<file path="src/rtl/ahbram_arbiter.sv">
// -----------------------------------------------------------------------------
// ahbram_arbiter
//
// Shares one AHB-Lite master port to the AHB-RAM slave between NUM_REQ simple
// requesters. Each requester presents a single read or write over a
// valid/ready handshake. The arbiter picks one requester round-robin, runs the
// request as one NONSEQ SINGLE transfer and returns read data and error status
// with a one-cycle response strobe. Only one transfer is outstanding at a time.
//
// Optional feature (macro AHBRAM_ARB_TIMEOUT_EN):
//   When defined, a 16-bit wait-state counter aborts a transfer that has seen
//   hready low for TIMEOUT consecutive cycles in one phase. The arbiter then
//   responds with rsp_err=1 and rsp_rdata=0. When undefined, the arbiter waits
//   for hready indefinitely.
//
// Parameters:
//   NUM_REQ  number of requester ports (2..8)
//   ADDR_W   AHB address width
//   DATA_W   AHB data width (32 or 64)
//   TIMEOUT  wait-state limit (timeout build only)
//
// Ports:
//   clk, rst     clock, synchronous active-high reset
//   req_valid    per-requester request pending
//   req_ready    per-requester accept strobe (one-hot or zero, combinational)
//   req_write    per-requester direction (1 = write)
//   req_addr     packed per-requester byte addresses
//   req_size     packed per-requester HSIZE encodings
//   req_wdata    packed per-requester write data
//   rsp_valid    one-cycle response strobe to the granted requester
//   rsp_rdata    read data (0 for writes and rejected requests)
//   rsp_err      error flag (slave ERROR, illegal request or timeout)
//   hsel..hwdata AHB-Lite master outputs (hburst tied to SINGLE)
//   hrdata, hready, hresp  AHB-Lite slave responses
// -----------------------------------------------------------------------------
module ahbram_arbiter #(
  parameter int NUM_REQ = 2,
  parameter int ADDR_W  = 16,
  parameter int DATA_W  = 32,
  parameter int TIMEOUT = 256
) (
  input  logic                      clk,
  input  logic                      rst,
  input  logic [NUM_REQ-1:0]        req_valid,
  output logic [NUM_REQ-1:0]        req_ready,
  input  logic [NUM_REQ-1:0]        req_write,
  input  logic [NUM_REQ*ADDR_W-1:0] req_addr,
  input  logic [NUM_REQ*3-1:0]      req_size,
  input  logic [NUM_REQ*DATA_W-1:0] req_wdata,
  output logic [NUM_REQ-1:0]        rsp_valid,
  output logic [DATA_W-1:0]         rsp_rdata,
  output logic                      rsp_err,
  output logic                      hsel,
  output logic [ADDR_W-1:0]         haddr,
  output logic [1:0]                htrans,
  output logic                      hwrite,
  output logic [2:0]                hsize,
  output logic [2:0]                hburst,
  output logic [DATA_W-1:0]         hwdata,
  input  logic [DATA_W-1:0]         hrdata,
  input  logic                      hready,
  input  logic                      hresp
);

  localparam int IDX_W    = $clog2(NUM_REQ);
  localparam int MAX_SIZE = $clog2(DATA_W / 8);

  localparam logic [1:0] HTRANS_IDLE   = 2'b00;
  localparam logic [1:0] HTRANS_NONSEQ = 2'b10;

  typedef enum logic [1:0] {IDLE, ADDR, DATA, RESP} state_t;

  state_t             state;
  logic [IDX_W-1:0]   last;      // most recent grant; also the active requester
  logic [DATA_W-1:0]  wdata_q;   // write data held until the data phase

  assign hburst = 3'b000;

  // Unpack the per-requester buses so the granted fields can be indexed.
  logic [ADDR_W-1:0] addr_arr  [NUM_REQ];
  logic [2:0]        size_arr  [NUM_REQ];
  logic [DATA_W-1:0] wdata_arr [NUM_REQ];

  for (genvar i = 0; i < NUM_REQ; i++) begin : g_unpack
    assign addr_arr[i]  = req_addr[i*ADDR_W +: ADDR_W];
    assign size_arr[i]  = req_size[i*3 +: 3];
    assign wdata_arr[i] = req_wdata[i*DATA_W +: DATA_W];
  end

  // Round-robin search: rotate req_valid so bit 0 is the requester after
  // 'last', take the lowest set bit, then map the offset back to an index.
  logic [NUM_REQ-1:0] rot_valid;
  logic               grant_found;
  int                 grant_off;
  int                 grant_sum;
  logic [IDX_W-1:0]   grant_idx;

  // NOTE: every variable assigned in this block gets a default first so no
  // path leaves it unassigned and no latch is inferred.
  always_comb begin
    rot_valid   = NUM_REQ'({req_valid, req_valid} >> (int'(last) + 1));
    grant_found = 1'b0;
    grant_off   = 0;
    for (int off = NUM_REQ - 1; off >= 0; off--) begin
      if (rot_valid[off]) begin
        grant_found = 1'b1;
        grant_off   = off;
      end
    end
    grant_sum = int'(last) + 1 + grant_off;
    if (grant_sum >= NUM_REQ) grant_sum = grant_sum - NUM_REQ;
    grant_idx = IDX_W'(grant_sum);
  end

  // Legality of the candidate request: size must fit the bus and the address
  // must be naturally aligned to the transfer size.
  logic [ADDR_W-1:0] sel_addr;
  logic [2:0]        sel_size;
  logic [ADDR_W-1:0] align_mask;
  logic              illegal;

  always_comb begin
    sel_addr   = addr_arr[grant_idx];
    sel_size   = size_arr[grant_idx];
    align_mask = (ADDR_W'(1) << sel_size) - ADDR_W'(1);
    illegal    = (sel_size > 3'(MAX_SIZE)) || ((sel_addr & align_mask) != '0);
  end

  // NOTE: req_ready is combinational so the requester sees the accept in the
  // same cycle it is granted; it is forced low while reset is asserted.
  always_comb begin
    req_ready = '0;
    if (!rst && state == IDLE && grant_found) req_ready[grant_idx] = 1'b1;
  end

  logic tmo_hit;

`ifdef AHBRAM_ARB_TIMEOUT_EN
  // Counts consecutive hready-low cycles within one bus phase. Any state
  // change is accompanied by hready=1 or by leaving ADDR/DATA, both of which
  // clear it, so it restarts from zero on every state entry.
  logic [15:0] tmo_cnt;

  always_ff @(posedge clk) begin
    if (rst || hready || (state != ADDR && state != DATA)) tmo_cnt <= '0;
    else                                                   tmo_cnt <= tmo_cnt + 16'd1;
  end

  assign tmo_hit = !hready && (tmo_cnt == 16'(TIMEOUT - 1));
`else
  assign tmo_hit = 1'b0;
`endif

  // NOTE: all state and registered outputs use non-blocking assignments so
  // every flop samples pre-edge values regardless of statement order.
  always_ff @(posedge clk) begin
    if (rst) begin
      state     <= IDLE;
      last      <= IDX_W'(NUM_REQ - 1);
      wdata_q   <= '0;
      hsel      <= 1'b0;
      haddr     <= '0;
      htrans    <= HTRANS_IDLE;
      hwrite    <= 1'b0;
      hsize     <= 3'b000;
      hwdata    <= '0;
      rsp_valid <= '0;
      rsp_rdata <= '0;
      rsp_err   <= 1'b0;
    end else begin
      rsp_valid <= '0;
      case (state)
        IDLE: begin
          if (grant_found) begin
            last    <= grant_idx;
            wdata_q <= wdata_arr[grant_idx];
            hwrite  <= req_write[grant_idx];
            haddr   <= sel_addr;
            hsize   <= sel_size;
            if (illegal) begin
              // Rejected without touching the bus.
              state                <= RESP;
              rsp_valid[grant_idx] <= 1'b1;
              rsp_rdata            <= '0;
              rsp_err              <= 1'b1;
            end else begin
              state  <= ADDR;
              hsel   <= 1'b1;
              htrans <= HTRANS_NONSEQ;
            end
          end
        end

        ADDR: begin
          if (hready) begin
            state  <= DATA;
            hsel   <= 1'b0;
            htrans <= HTRANS_IDLE;
            hwdata <= wdata_q;
          end else if (tmo_hit) begin
            state           <= RESP;
            hsel            <= 1'b0;
            htrans          <= HTRANS_IDLE;
            rsp_valid[last] <= 1'b1;
            rsp_rdata       <= '0;
            rsp_err         <= 1'b1;
          end
        end

        DATA: begin
          // The first cycle of a two-cycle ERROR has hready=0 and is treated
          // as an ordinary wait state; hresp is sampled with hready=1.
          if (hready) begin
            state           <= RESP;
            rsp_valid[last] <= 1'b1;
            rsp_rdata       <= hwrite ? '0 : hrdata;
            rsp_err         <= hresp;
          end else if (tmo_hit) begin
            state           <= RESP;
            rsp_valid[last] <= 1'b1;
            rsp_rdata       <= '0;
            rsp_err         <= 1'b1;
          end
        end

        RESP: begin
          state <= IDLE;
        end

        default: begin
          state <= IDLE;
        end
      endcase
    end
  end

endmodule

</file>
<file path="config.mk">
export PLATFORM = sky130hd
export DESIGN_NAME = ahbram_arbiter
export DESIGN_NICKNAME = d
export VERILOG_FILES = /design/src/rtl/ahbram_arbiter.sv
export SDC_FILE = /design/constraint.sdc
export NUM_CORES = 1
export LEC_CHECK = 0
export BUFFER_PORTS_ARGS = -buffer_cell sky130_fd_sc_hd__clkbuf_2
export CORE_UTILIZATION = 34
export CTS_CLUSTER_SIZE = 25
export DETAILED_ROUTE_END_ITERATION = 7
export GPL_ROUTABILITY_DRIVEN = 0
export REMOVE_ABC_BUFFERS = 1
export SLEW_MARGIN = 15
export SYNTH_ARGS = -nofsm -noshare
export SYNTH_HDL_FRONTEND = slang
export SYNTH_SLANG_ARGS = --single-unit
</file>
<file path="constraint.sdc">
create_clock -name clk -period 4 [get_ports clk]
set_input_delay 0.2 -clock clk [delete_from_list [all_inputs] [get_ports clk]]
set_output_delay 0.2 -clock clk [all_outputs]
set_load 0.02 [all_outputs]
</file>
==> results of run 1 <==
## how the worst min path moves through the flow
stage | slack [ps] | depth (start not counted) | from | end
3_3_place_gp | 420 | 2 | hrdata[18] | rsp_rdata[18]
3_5_place_dp | 430 | 2 | hrdata[12] | rsp_rdata[12]
6_report | 20 | 2 | hrdata[2] | rsp_rdata[2]
4_1_cts | 0.8 | 2 | hrdata[13] | rsp_rdata[13]
5_1_grt | 7 | 3 | req_wdata[3] | wdata_q[3]
2_1_floorplan | 270 | 1 | rst | haddr[10]
## per-layer routing
| metal | part of all wire (%) | wire [um] | GRT usage (%) |
|---|---|---|---|
| met1 | 43 | 6630 | 25.7 |
| met2 | 48 | 7470 | 36.3 |
| met3 | 8.0 | 1240 | 6.27 |
| met4 | 0.89 | 138 | 6.56 |
| met5 | 0 | 0 | 0 |
## kinds of logic (layout without fill, tap and decap cells)
kind of cell / count (synthesis) / count (layout) / share of synthesized area [%]
and+or+nand+nor: 138 / 138 / 12.3
AOI/OAI and AO/OA: 164 / 164 / 24.7
muxes: 13 / 13 / 2.80
buffers and inverters: 78 / 332 / 7.31
DFF: 123 / 123 / 51.5
other: 1 / 4 / 0.0785
adders and majority gates: 5 / 5 / 1.31
## Yosys cell counts (2+ instances only)
master,instances
sky130_fd_sc_hd__a222oi_1,22
sky130_fd_sc_hd__buf_6,5
sky130_fd_sc_hd__nand2_1,75
sky130_fd_sc_hd__inv_1,31
sky130_fd_sc_hd__a221oi_1,2
sky130_fd_sc_hd__o21ai_0,4
sky130_fd_sc_hd__a21oi_1,64
sky130_fd_sc_hd__nand3_1,19
sky130_fd_sc_hd__a211oi_1,6
sky130_fd_sc_hd__buf_1,4
sky130_fd_sc_hd__o221ai_1,2
sky130_fd_sc_hd__nor4_1,2
sky130_fd_sc_hd__nor2_1,28
sky130_fd_sc_hd__a211o_1,2
sky130_fd_sc_hd__and2_1,2
sky130_fd_sc_hd__a22o_1,33
sky130_fd_sc_hd__buf_4,5
sky130_fd_sc_hd__or2_2,2
sky130_fd_sc_hd__a22oi_1,18
sky130_fd_sc_hd__a31oi_1,3
sky130_fd_sc_hd__mux2i_1,12
sky130_fd_sc_hd__dfxtp_1,123
sky130_fd_sc_hd__ha_1,5
sky130_fd_sc_hd__nor3_1,3
sky130_fd_sc_hd__clkbuf_1,33
## power groups by stage
stage | clock network [mW] | registers, mW | logic [mW]
finish | 1.37 | 1.61 | 1.41
global route | 1.48 | 1.64 | 1.53
CTS | 1.41 | 1.61 | 1.42
detailed placement | 0 | 1.63 | 1.40
global placement | 0 | 1.62 | 1.36
floorplan | 0 | 1.75 | 0.709
## state kept, by name, indices dropped and copies added (netlist names)
register,flops
rsp_err,1
last,1
hwrite,1
wdata_q,32
htrans,1
rsp_valid,2
rsp_rdata,32
haddr,16
hsize,3
hwdata,32
state,2
## through the flow
stage	setup WS (ps)	cells	util, %
6_report	423	955	50.9
5_1_grt	145	955	50.9
4_1_cts	434	953	50.7
3_5_place_dp	335	899	45.0
3_3_place_gp	441	899	45.0
2_1_floorplan	-552	478	-
## what timing repair did
| action | CTS | global route |
|---|---|---|
| endpoints found under the hold margin | 22 | 2 |
| buffers inserted | 0 | 0 |
| hold buffers | 22 | 2 |
## area by class of cell
type | count | area (um2) | area share, %
flip-flops and latches | 123 | 2460 | 36.0
inverters | 31 | 116 | 1.70
well taps | 176 | 220 | 3.22
clock buffers | 21 | 470 | 6.88
repair buffers | 269 | 1500 | 21.9
multi-input cells | 324 | 2000 | 29.3
clock inverters | 11 | 71.3 | 1.04
==> metrics, run 1 <==
final slew viol count 0; remaining antenna violation count 0; Total Routing Usage GR 21.3%; category of the most critical setup path reg2reg; number of detailed-route iterations in the first pass 8; Avg Inst Size Synth 9.15 um2; register-to-register setup slack 420 ps; FILL cells 1313; Comb power frac 32.1%; Power Dens Cells 642 nW/um2; switching power summed over all nets 1.59 mW; number of synthesized register bits 123; I/O pin count 237; Worst setup EP type register; highest fanout seen on the critical path 32; commonest register cell after synthesis sky130_fd_sc_hd__dfxtp_1; Mapped Cells 522; clock tree skew after final layout 12.6 ps; routed wire length 15.5 mm; portion of the post-synthesis area used by sequential elements 51.5%; maxcap violations 0; largest net degree at the start of global routing 71; horizontal extent of the die 121 um; WL per Instance 16.2 um; switching share of power 36.2%; Worst path depth 13; final clock period utilization by the worst path 89.4%; number of endpoints with negative hold slack in the final report 0; count of synthesis-stage warnings from yosys 0; netlist area before placement 4780 um2; category of cells accounting for the largest share of critical-path delay compound AO/OA/AOI/OAI gates; post-CTS sizing 0; Non-Filler Cell Area, Final 6840 um2; leading cell type in the layout, fill and taps excluded sky130_fd_sc_hd__clkbuf_2; Worst Path Required 4350 ps; Slowest-stage cell, CP sky130_fd_sc_hd__or4_4; starting density of the core 35.5%; RSZ-0062 raised after global routing no; post-DP HPWL 10.6 mm; Area contributors post-synth sky130_fd_sc_hd__dfxtp_1 (52%), sky130_fd_sc_hd__a21oi_1 (6.7%), sky130_fd_sc_hd__a22o_1 (6.0%), sky130_fd_sc_hd__nand2_1 (5.9%), sky130_fd_sc_hd__a222oi_1 (4.6%); run status finished, final reports clean; Worst-Skew Late Latency 410 ps; maximum level of the CTS H-tree 4; setup TNS 0 ps; number of enable flip-flop cells after synthesis 0; number of clock sinks 123; number of diodes 0; most area-hungry cell type in the Yosys netlist sky130_fd_sc_hd__dfxtp_1; slew at the pin closest to its max-slew limit 1050 ps; distinct cell type count of the synthesized netlist 42; fin crit period 3580 ps; share of final-layout standard cells stronger than drive strength 1 36.8%; most used cells in the layout excluding fill and tap cells sky130_fd_sc_hd__clkbuf_2 (232), sky130_fd_sc_hd__dfxtp_1 (123), sky130_fd_sc_hd__nand2_1 (75); timing endpoint of the critical path rsp_rdata[5]; Register-to-Register Path Depth 13; beginning of the worst register-to-register path last; area overhead of the layout relative to synthesis 43.2%; R2R Path End rsp_rdata[5]; design internal power 2.80 mW; First DRT Iteration DRCs 365; instance area at placement 6060 um2; Die Span Y 121 um; number of antenna violations at the first check in global routing 0; Inserted Clock Buffers 17; static leakage power 3.26 nW; list of cells traversed by the critical path a21o_2 -> mux2i_1 -> buf_4 -> nand3b_1 -> ha_1 -> inv_1 -> a22o_1 -> o21ai_0 -> o221ai_1 -> or4_4 -> o41ai_4 -> buf_4 -> a22o_1; CP max stage delay 590 ps; f_max 280 MHz; worst min-delay path category in2reg; post-detailed-route DRC marker count 0; proportion of synthesized flip-flops having asynchronous set or reset 0%; critical path arrival 3930 ps; IR Drop Worst-Case VDD 0.438 mV; Critical Path Source Type register; relative contribution of sequential cells to total power 36.6%; global-route wire length before repair 23.7 mm; clock network power share 31.3%; via/cell ratio 5.07; Synth top area share 51.5%; Critical Path Start last; number of placement rows 42; Setup-failing EPs final 0; final net count 913; Rel. slew slack 29.5%; maximum buffer depth of the clock tree 2; number of port buffers 232; CTS Root Cell sky130_fd_sc_hd__clkbuf_16; Min Hold Slack 16.3 ps; TritonCTS clock tree built; Final Power 4.39 mW; full die area 14500 um2; Critical path buffers and inverters 3; clock edge transition at the registers on the reported setup and hold paths 50 ps; Via Count 4839; core region area 13500 um2; final global-route overflow total 0; via count of the first global-routing pass 4690
No activity file was read; power rests on OpenSTA's default activity.
==> run 2: changes to the inputs <==
--- a/config.mk
+++ b/config.mk
@@ -10,6 +10,7 @@
 export CTS_CLUSTER_SIZE = 25
 export DETAILED_ROUTE_END_ITERATION = 7
 export GPL_ROUTABILITY_DRIVEN = 0
+export PLACE_DENSITY = 0.65
 export REMOVE_ABC_BUFFERS = 1
 export SLEW_MARGIN = 15
 export SYNTH_ARGS = -nofsm -noshare
==> run 2 against run 1 <==
  * Worst hold slack got worse by 1.2 ps
  * Total power grew 1.9%
  * Worst setup slack worse by 120 ps
  * Utilization shrank 0.17 points
  * Flip-flop and latch count stayed put
  * Critical path depth unchanged
  * Wire length fell by 3.9%
  * Combinational power about the same
  * Final cell count down 0.73%
  * Critical path type unchanged
  * Largest cell class unchanged
==> metrics, run 2 (same netlist as run 1, synthesis figures left out) <==
run status finished, final reports clean; maximum level of the CTS H-tree 4; register-to-register setup slack 300 ps; RSZ-0062 raised after global routing no; category of the most critical setup path reg2reg; starting density of the core 35.5%; CTS Root Cell sky130_fd_sc_hd__clkbuf_16; full die area 14500 um2; most used cells in the layout excluding fill and tap cells sky130_fd_sc_hd__clkbuf_2 (232), sky130_fd_sc_hd__dfxtp_1 (123), sky130_fd_sc_hd__nand2_1 (74); Inserted Clock Buffers 17; post-DP HPWL 10.4 mm; number of antenna violations at the first check in global routing 0; core region area 13500 um2; Inst Count DP 896; non-filler cells in the finished layout 948; number of port buffers 232; remaining antenna violation count 0; number of placement rows 42; Min Hold Slack 15.2 ps; maxcap violations 0; slew at the pin closest to its max-slew limit 1040 ps; WL per Instance 15.7 um; global-route wire length before repair 22.8 mm; static leakage power 3.26 nW; share of final-layout standard cells stronger than drive strength 1 36.1%; Regs by FF count hwdata: 32 flops, rsp_rdata: 32 flops, wdata_q: 32 flops; critical path arrival 4050 ps; Power Dens Cells 656 nW/um2; final global-route overflow total 0; number of detailed-route iterations in the first pass 5; number of diodes 0; largest net degree at the start of global routing 41; post-detailed-route DRC marker count 0; Worst Path Required 4350 ps; Register-to-Register Path Depth 13; Total Routing Usage GR 20.5%; Via Count 4806; fin crit period 3700 ps; worst hold path endpoint rsp_rdata[2]; Die Span Y 121 um; leading cell type in the layout, fill and taps excluded sky130_fd_sc_hd__clkbuf_2; final slew viol count 0; clock edge transition at the registers on the reported setup and hold paths 60 ps; Final Power 4.47 mW; R2R Path End rsp_rdata[1]; number of clock sinks 123; worst min-delay path category in2reg; via/cell ratio 5.07; Worst setup EP type register; via count of the first global-routing pass 4520; Worst-Skew Late Latency 410 ps; horizontal extent of the die 121 um; clock tree skew after final layout 8.17 ps; area overhead of the layout relative to synthesis 42.7%; IR Drop Worst-Case VDD 0.371 mV; routed wire length 14.9 mm; Setup-failing EPs final 0; First DRT Iteration DRCs 357; setup slack after placement 237 ps; maximum buffer depth of the clock tree 2; final net count 907; post-CTS sizing 0; TritonCTS clock tree built; Non-Filler Cell Area, Final 6820 um2; setup slack after layout 299 ps; highest fanout seen on the critical path 32; depth of the worst hold-timing path 2; instance area at placement 6040 um2; hold path startpoint hrdata[2]; f_max 270 MHz; Critical Path Source Type register; number of endpoints with negative hold slack in the final report 0; final clock period utilization by the worst path 92.5%; I/O pin count 237; beginning of the worst register-to-register path last; Rel. slew slack 30.7%
run 2: cell types whose count changed in the layout (fill, tap and decap cells not counted), moves of 2 or more:
cell / previous run / this run
sky130_fd_sc_hd__clkinv_2: 5 / 3
sky130_fd_sc_hd__clkinvlp_4: 5 / 2
sky130_fd_sc_hd__buf_4: 13 / 10
sky130_fd_sc_hd__dlygate4sd3_1: 24 / 21
sky130_fd_sc_hd__clkbuf_1: 1 / 4
sky130_fd_sc_hd__bufinv_16: 0 / 2
run 2: final cells by class:
type	instances	area, um2
clock buffer	24	482
clock inverter	7	90.1
fill	1262	6630
inverter	31	116
multi-input combinational	324	2000
sequential	123	2460
tap	176	220
timing repair buffer	263	1450
run 2: worst max path at each step:
stage	from	endpoint	slack [ps]	cells after the start
after CTS	last	rsp_rdata[1]	310	13
after floorplan	last	rsp_rdata[0]	-550	11
after global routing	last	rsp_rdata[1]	20	13
final	last	rsp_rdata[1]	300	13
after detailed placement	req_valid[0]	rsp_rdata[1]	240	15
after global placement	req_valid[0]	rsp_rdata[18]	390	14
run 2: through the flow:
step	TNS, ps	util [%]
6_report	0	50.7
2_1_floorplan	-17650	-
4_1_cts	0	50.7
3_5_place_dp	0	44.9
3_3_place_gp	0	44.9
5_1_grt	0	50.7
run 2: timing repair:
action,4_1_cts,5_1_grt
hold buffers,21,0
endpoints found under the hold margin,21,0
setup buffers,0,0
run 2: where the power goes:
group / internal (mW) / switching (mW) / leakage (nW)
clock: 0.959 / 0.520 / 0.276
sequential: 1.47 / 0.141 / 1.00
combinational: 0.491 / 0.893 / 1.98
run 2: critical path, stage by stage (launching register included):
cell and delay [ps]:
sky130_fd_sc_hd__dfxtp_1 440, sky130_fd_sc_hd__a21o_1 290, sky130_fd_sc_hd__mux2i_2 430, sky130_fd_sc_hd__or3_1 190, sky130_fd_sc_hd__inv_1 50, sky130_fd_sc_hd__ha_1 260, sky130_fd_sc_hd__inv_1 50, sky130_fd_sc_hd__a22o_1 190
sky130_fd_sc_hd__o21ai_0 130, sky130_fd_sc_hd__o221ai_1 150, sky130_fd_sc_hd__or4_4 590, sky130_fd_sc_hd__o41ai_4 290, sky130_fd_sc_hd__buf_4 370, sky130_fd_sc_hd__a22o_1 210
run 2: per-layer routing:
layer,up-vias,GRT usage (%),wire [um]
met5,-,0,0
met1,2180,24.6,6230
met3,20,5.99,1360
met4,0,8.49,285
met2,266,34.0,6980
li1,2340,-,-
==> run 3: changes to the inputs <==
--- a/config.mk
+++ b/config.mk
@@ -6,11 +6,11 @@
 export NUM_CORES = 1
 export LEC_CHECK = 0
 export BUFFER_PORTS_ARGS = -buffer_cell sky130_fd_sc_hd__clkbuf_2
-export CORE_UTILIZATION = 34
+export CORE_UTILIZATION = 46
 export CTS_CLUSTER_SIZE = 25
 export DETAILED_ROUTE_END_ITERATION = 7
 export GPL_ROUTABILITY_DRIVEN = 0
-export PLACE_DENSITY = 0.65
+export PLACE_DENSITY = 0.83
 export REMOVE_ABC_BUFFERS = 1
 export SLEW_MARGIN = 15
 export SYNTH_ARGS = -nofsm -noshare
==> run 3 against run 2 <==
  * Sequential share of layout area down 4.4 points
  * Register-to-register slack worse by 40 ps
  * Clock skew up 4.0 ps
  * Critical path type unchanged
==> metrics, run 3 (same netlist as run 1, synthesis figures left out) <==
run status finished, final reports clean; Post-CTS Repair Setup Buffers 0; Setup-failing EPs final 0; switching share of power 34.2%; Die Span Y 104 um; worst min-delay path category in2reg; relative contribution of sequential cells to total power 32.2%; Final Power 5.01 mW; setup TNS 0 ps; maximum buffer depth of the clock tree 2; FILL cells 633; fin crit period 3740 ps; horizontal extent of the die 104 um; clock network power share 34.7%; leading cell type in the layout, fill and taps excluded sky130_fd_sc_hd__clkbuf_2; largest net degree at the start of global routing 38; setup slack after placement 156 ps; f_max 268 MHz; Worst setup EP type register; setup slack after layout 263 ps; core region area 9910 um2; CTS Root Cell sky130_fd_sc_hd__clkbuf_8; Rel. slew slack 20.9%; Comb power frac 33.1%; IR Drop Worst-Case VDD 0.352 mV; worst hold path endpoint haddr[2]; list of cells traversed by the critical path a21o_1 -> mux2i_2 -> or3_1 -> inv_1 -> ha_1 -> inv_1 -> a221oi_1 -> o221ai_1 -> or4_4 -> o41ai_4 -> buf_4 -> a22o_1; beginning of the worst register-to-register path last; number of antenna violations at the first check in global routing 0; share of final-layout standard cells stronger than drive strength 1 33.0%; clock edge transition at the registers on the reported setup and hold paths 60 ps; number of detailed-route iterations in the first pass 8; Total Routing Usage GR 34.5%; depth of the worst hold-timing path 3; clock tree skew after final layout 12.2 ps; I/O pin count 237; Inserted Clock Buffers 17; most used cells in the layout excluding fill and tap cells sky130_fd_sc_hd__clkbuf_2 (232), sky130_fd_sc_hd__dfxtp_1 (123), sky130_fd_sc_hd__dlygate4sd3_1 (110); full die area 10800 um2; RSZ-0062 raised after global routing no; final core utilization 78.4%; global-route wire length before repair 29.6 mm; via/cell ratio 5.63; critical path arrival 4170 ps; First DRT Iteration DRCs 596; starting density of the core 48.2%; routed wire length 18.5 mm; maximum level of the CTS H-tree 4; Power Dens Cells 645 nW/um2; via count of the first global-routing pass 5887; area overhead of the layout relative to synthesis 62.6%; Slowest-stage cell, CP sky130_fd_sc_hd__or4_4; switching power summed over all nets 1.71 mW; R2R Path End rsp_rdata[30]; Register-to-Register Path Depth 12; Critical path buffers and inverters 3; slew at the pin closest to its max-slew limit 1190 ps; Non-Filler Cell Area, Final 7770 um2; highest fanout seen on the critical path 32; final clock period utilization by the worst path 93.4%; remaining antenna violation count 0; post-DP HPWL 10.4 mm; final net count 998; number of clock sinks 123; category of the most critical setup path reg2reg; Critical Path Source Type register; Worst-Skew Late Latency 500 ps; register-to-register setup slack 260 ps; CP max stage delay 600 ps; final slew viol count 0; Worst Path Required 4430 ps; number of placement rows 36; area of the multi-input gates 2000 um2; TritonCTS clock tree built; Regs by FF count hwdata: 32 flops, rsp_rdata: 32 flops, wdata_q: 32 flops; cell with the most instances on the worst path sky130_fd_sc_hd__inv_1; Via Count 5617; register area 2460 um2; WL per Instance 18.6 um; maxcap violations 0; final global-route overflow total 0; number of endpoints with negative hold slack in the final report 0; number of port buffers 232; instance area at placement 6000 um2; number of diodes 0; category of cells accounting for the largest share of critical-path delay compound AO/OA/AOI/OAI gates; static leakage power 3.66 nW; design internal power 3.30 mW; hold path startpoint req_addr[18]; post-detailed-route DRC marker count 0
==> run 3: changes by cell type in the layout (fill, tap and decap cells not counted), moves of 2 or more <==
cell / change
sky130_fd_sc_hd__dlygate4sd3_1: +89
sky130_fd_sc_hd__bufinv_16: +4
sky130_fd_sc_hd__clkinv_4: +4
sky130_fd_sc_hd__clkbuf_1: -3
sky130_fd_sc_hd__clkinv_2: -3
sky130_fd_sc_hd__buf_4: +2
==> run 3: worst max-delay path by stage <==
stage	from	cells past startpoint	to	slack (ps)
5_1_grt	last	12	rsp_rdata[30]	9
2_1_floorplan	last	11	rsp_rdata[0]	-550
3_3_place_gp	req_valid[0]	14	rsp_rdata[18]	350
4_1_cts	last	12	rsp_rdata[29]	350
6_report	last	12	rsp_rdata[30]	260
3_5_place_dp	req_valid[0]	13	rsp_rdata[29]	160
==> run 3: tightest hold or removal path, stage by stage <==
cell	delay, ps
sky130_fd_sc_hd__clkbuf_2	90
sky130_fd_sc_hd__mux2i_1	120
sky130_fd_sc_hd__a211oi_1	80
==> run 3: per-stage QoR <==
step / hold WS, ps / std cells
after floorplan: 269 / 478
final: 49.0 / 997
after global placement: 416 / 855
after global routing: 43.9 / 997
after detailed placement: 424 / 855
after CTS: 0.945 / 997
==> run 3: final cells by class <==
| type | count | area share [%] |
|---|---|---|
| tap | 133 | 2.14 |
| inverter | 31 | 1.50 |
| clock buffer | 19 | 5.55 |
| clock inverter | 13 | 3.08 |
| multi-input combinational | 324 | 25.8 |
| sequential | 123 | 31.7 |
| timing repair buffer | 354 | 30.3 |
==> run 3: what timing repair did <==
action                                  4_1_cts  5_1_grt
resized for setup                             0        1
endpoints found under the setup margin        0        1
endpoints found under the hold margin        72        0
hold buffers                                110        0
==> run 3: metal layers <==
| layer | track usage, % | vias up | part of all wire (%) |
|---|---|---|---|
| met5 | 0 | - | 0 |
| met4 | 19.3 | 0 | 4.4 |
| met3 | 7.21 | 72 | 8.7 |
| met2 | 60.4 | 413 | 50 |
| met1 | 39.1 | 2600 | 37 |
| li1 | - | 2532 | - |
==> run 3: power groups by stage <==
stage	Sequential (mW)	Combinational (mW)	Clock, mW
after floorplan	1.75	0.709	0
after global placement	1.61	1.33	0
after detailed placement	1.62	1.37	0
after CTS	1.60	1.59	1.75
after global routing	1.64	1.78	1.81
final	1.61	1.66	1.74
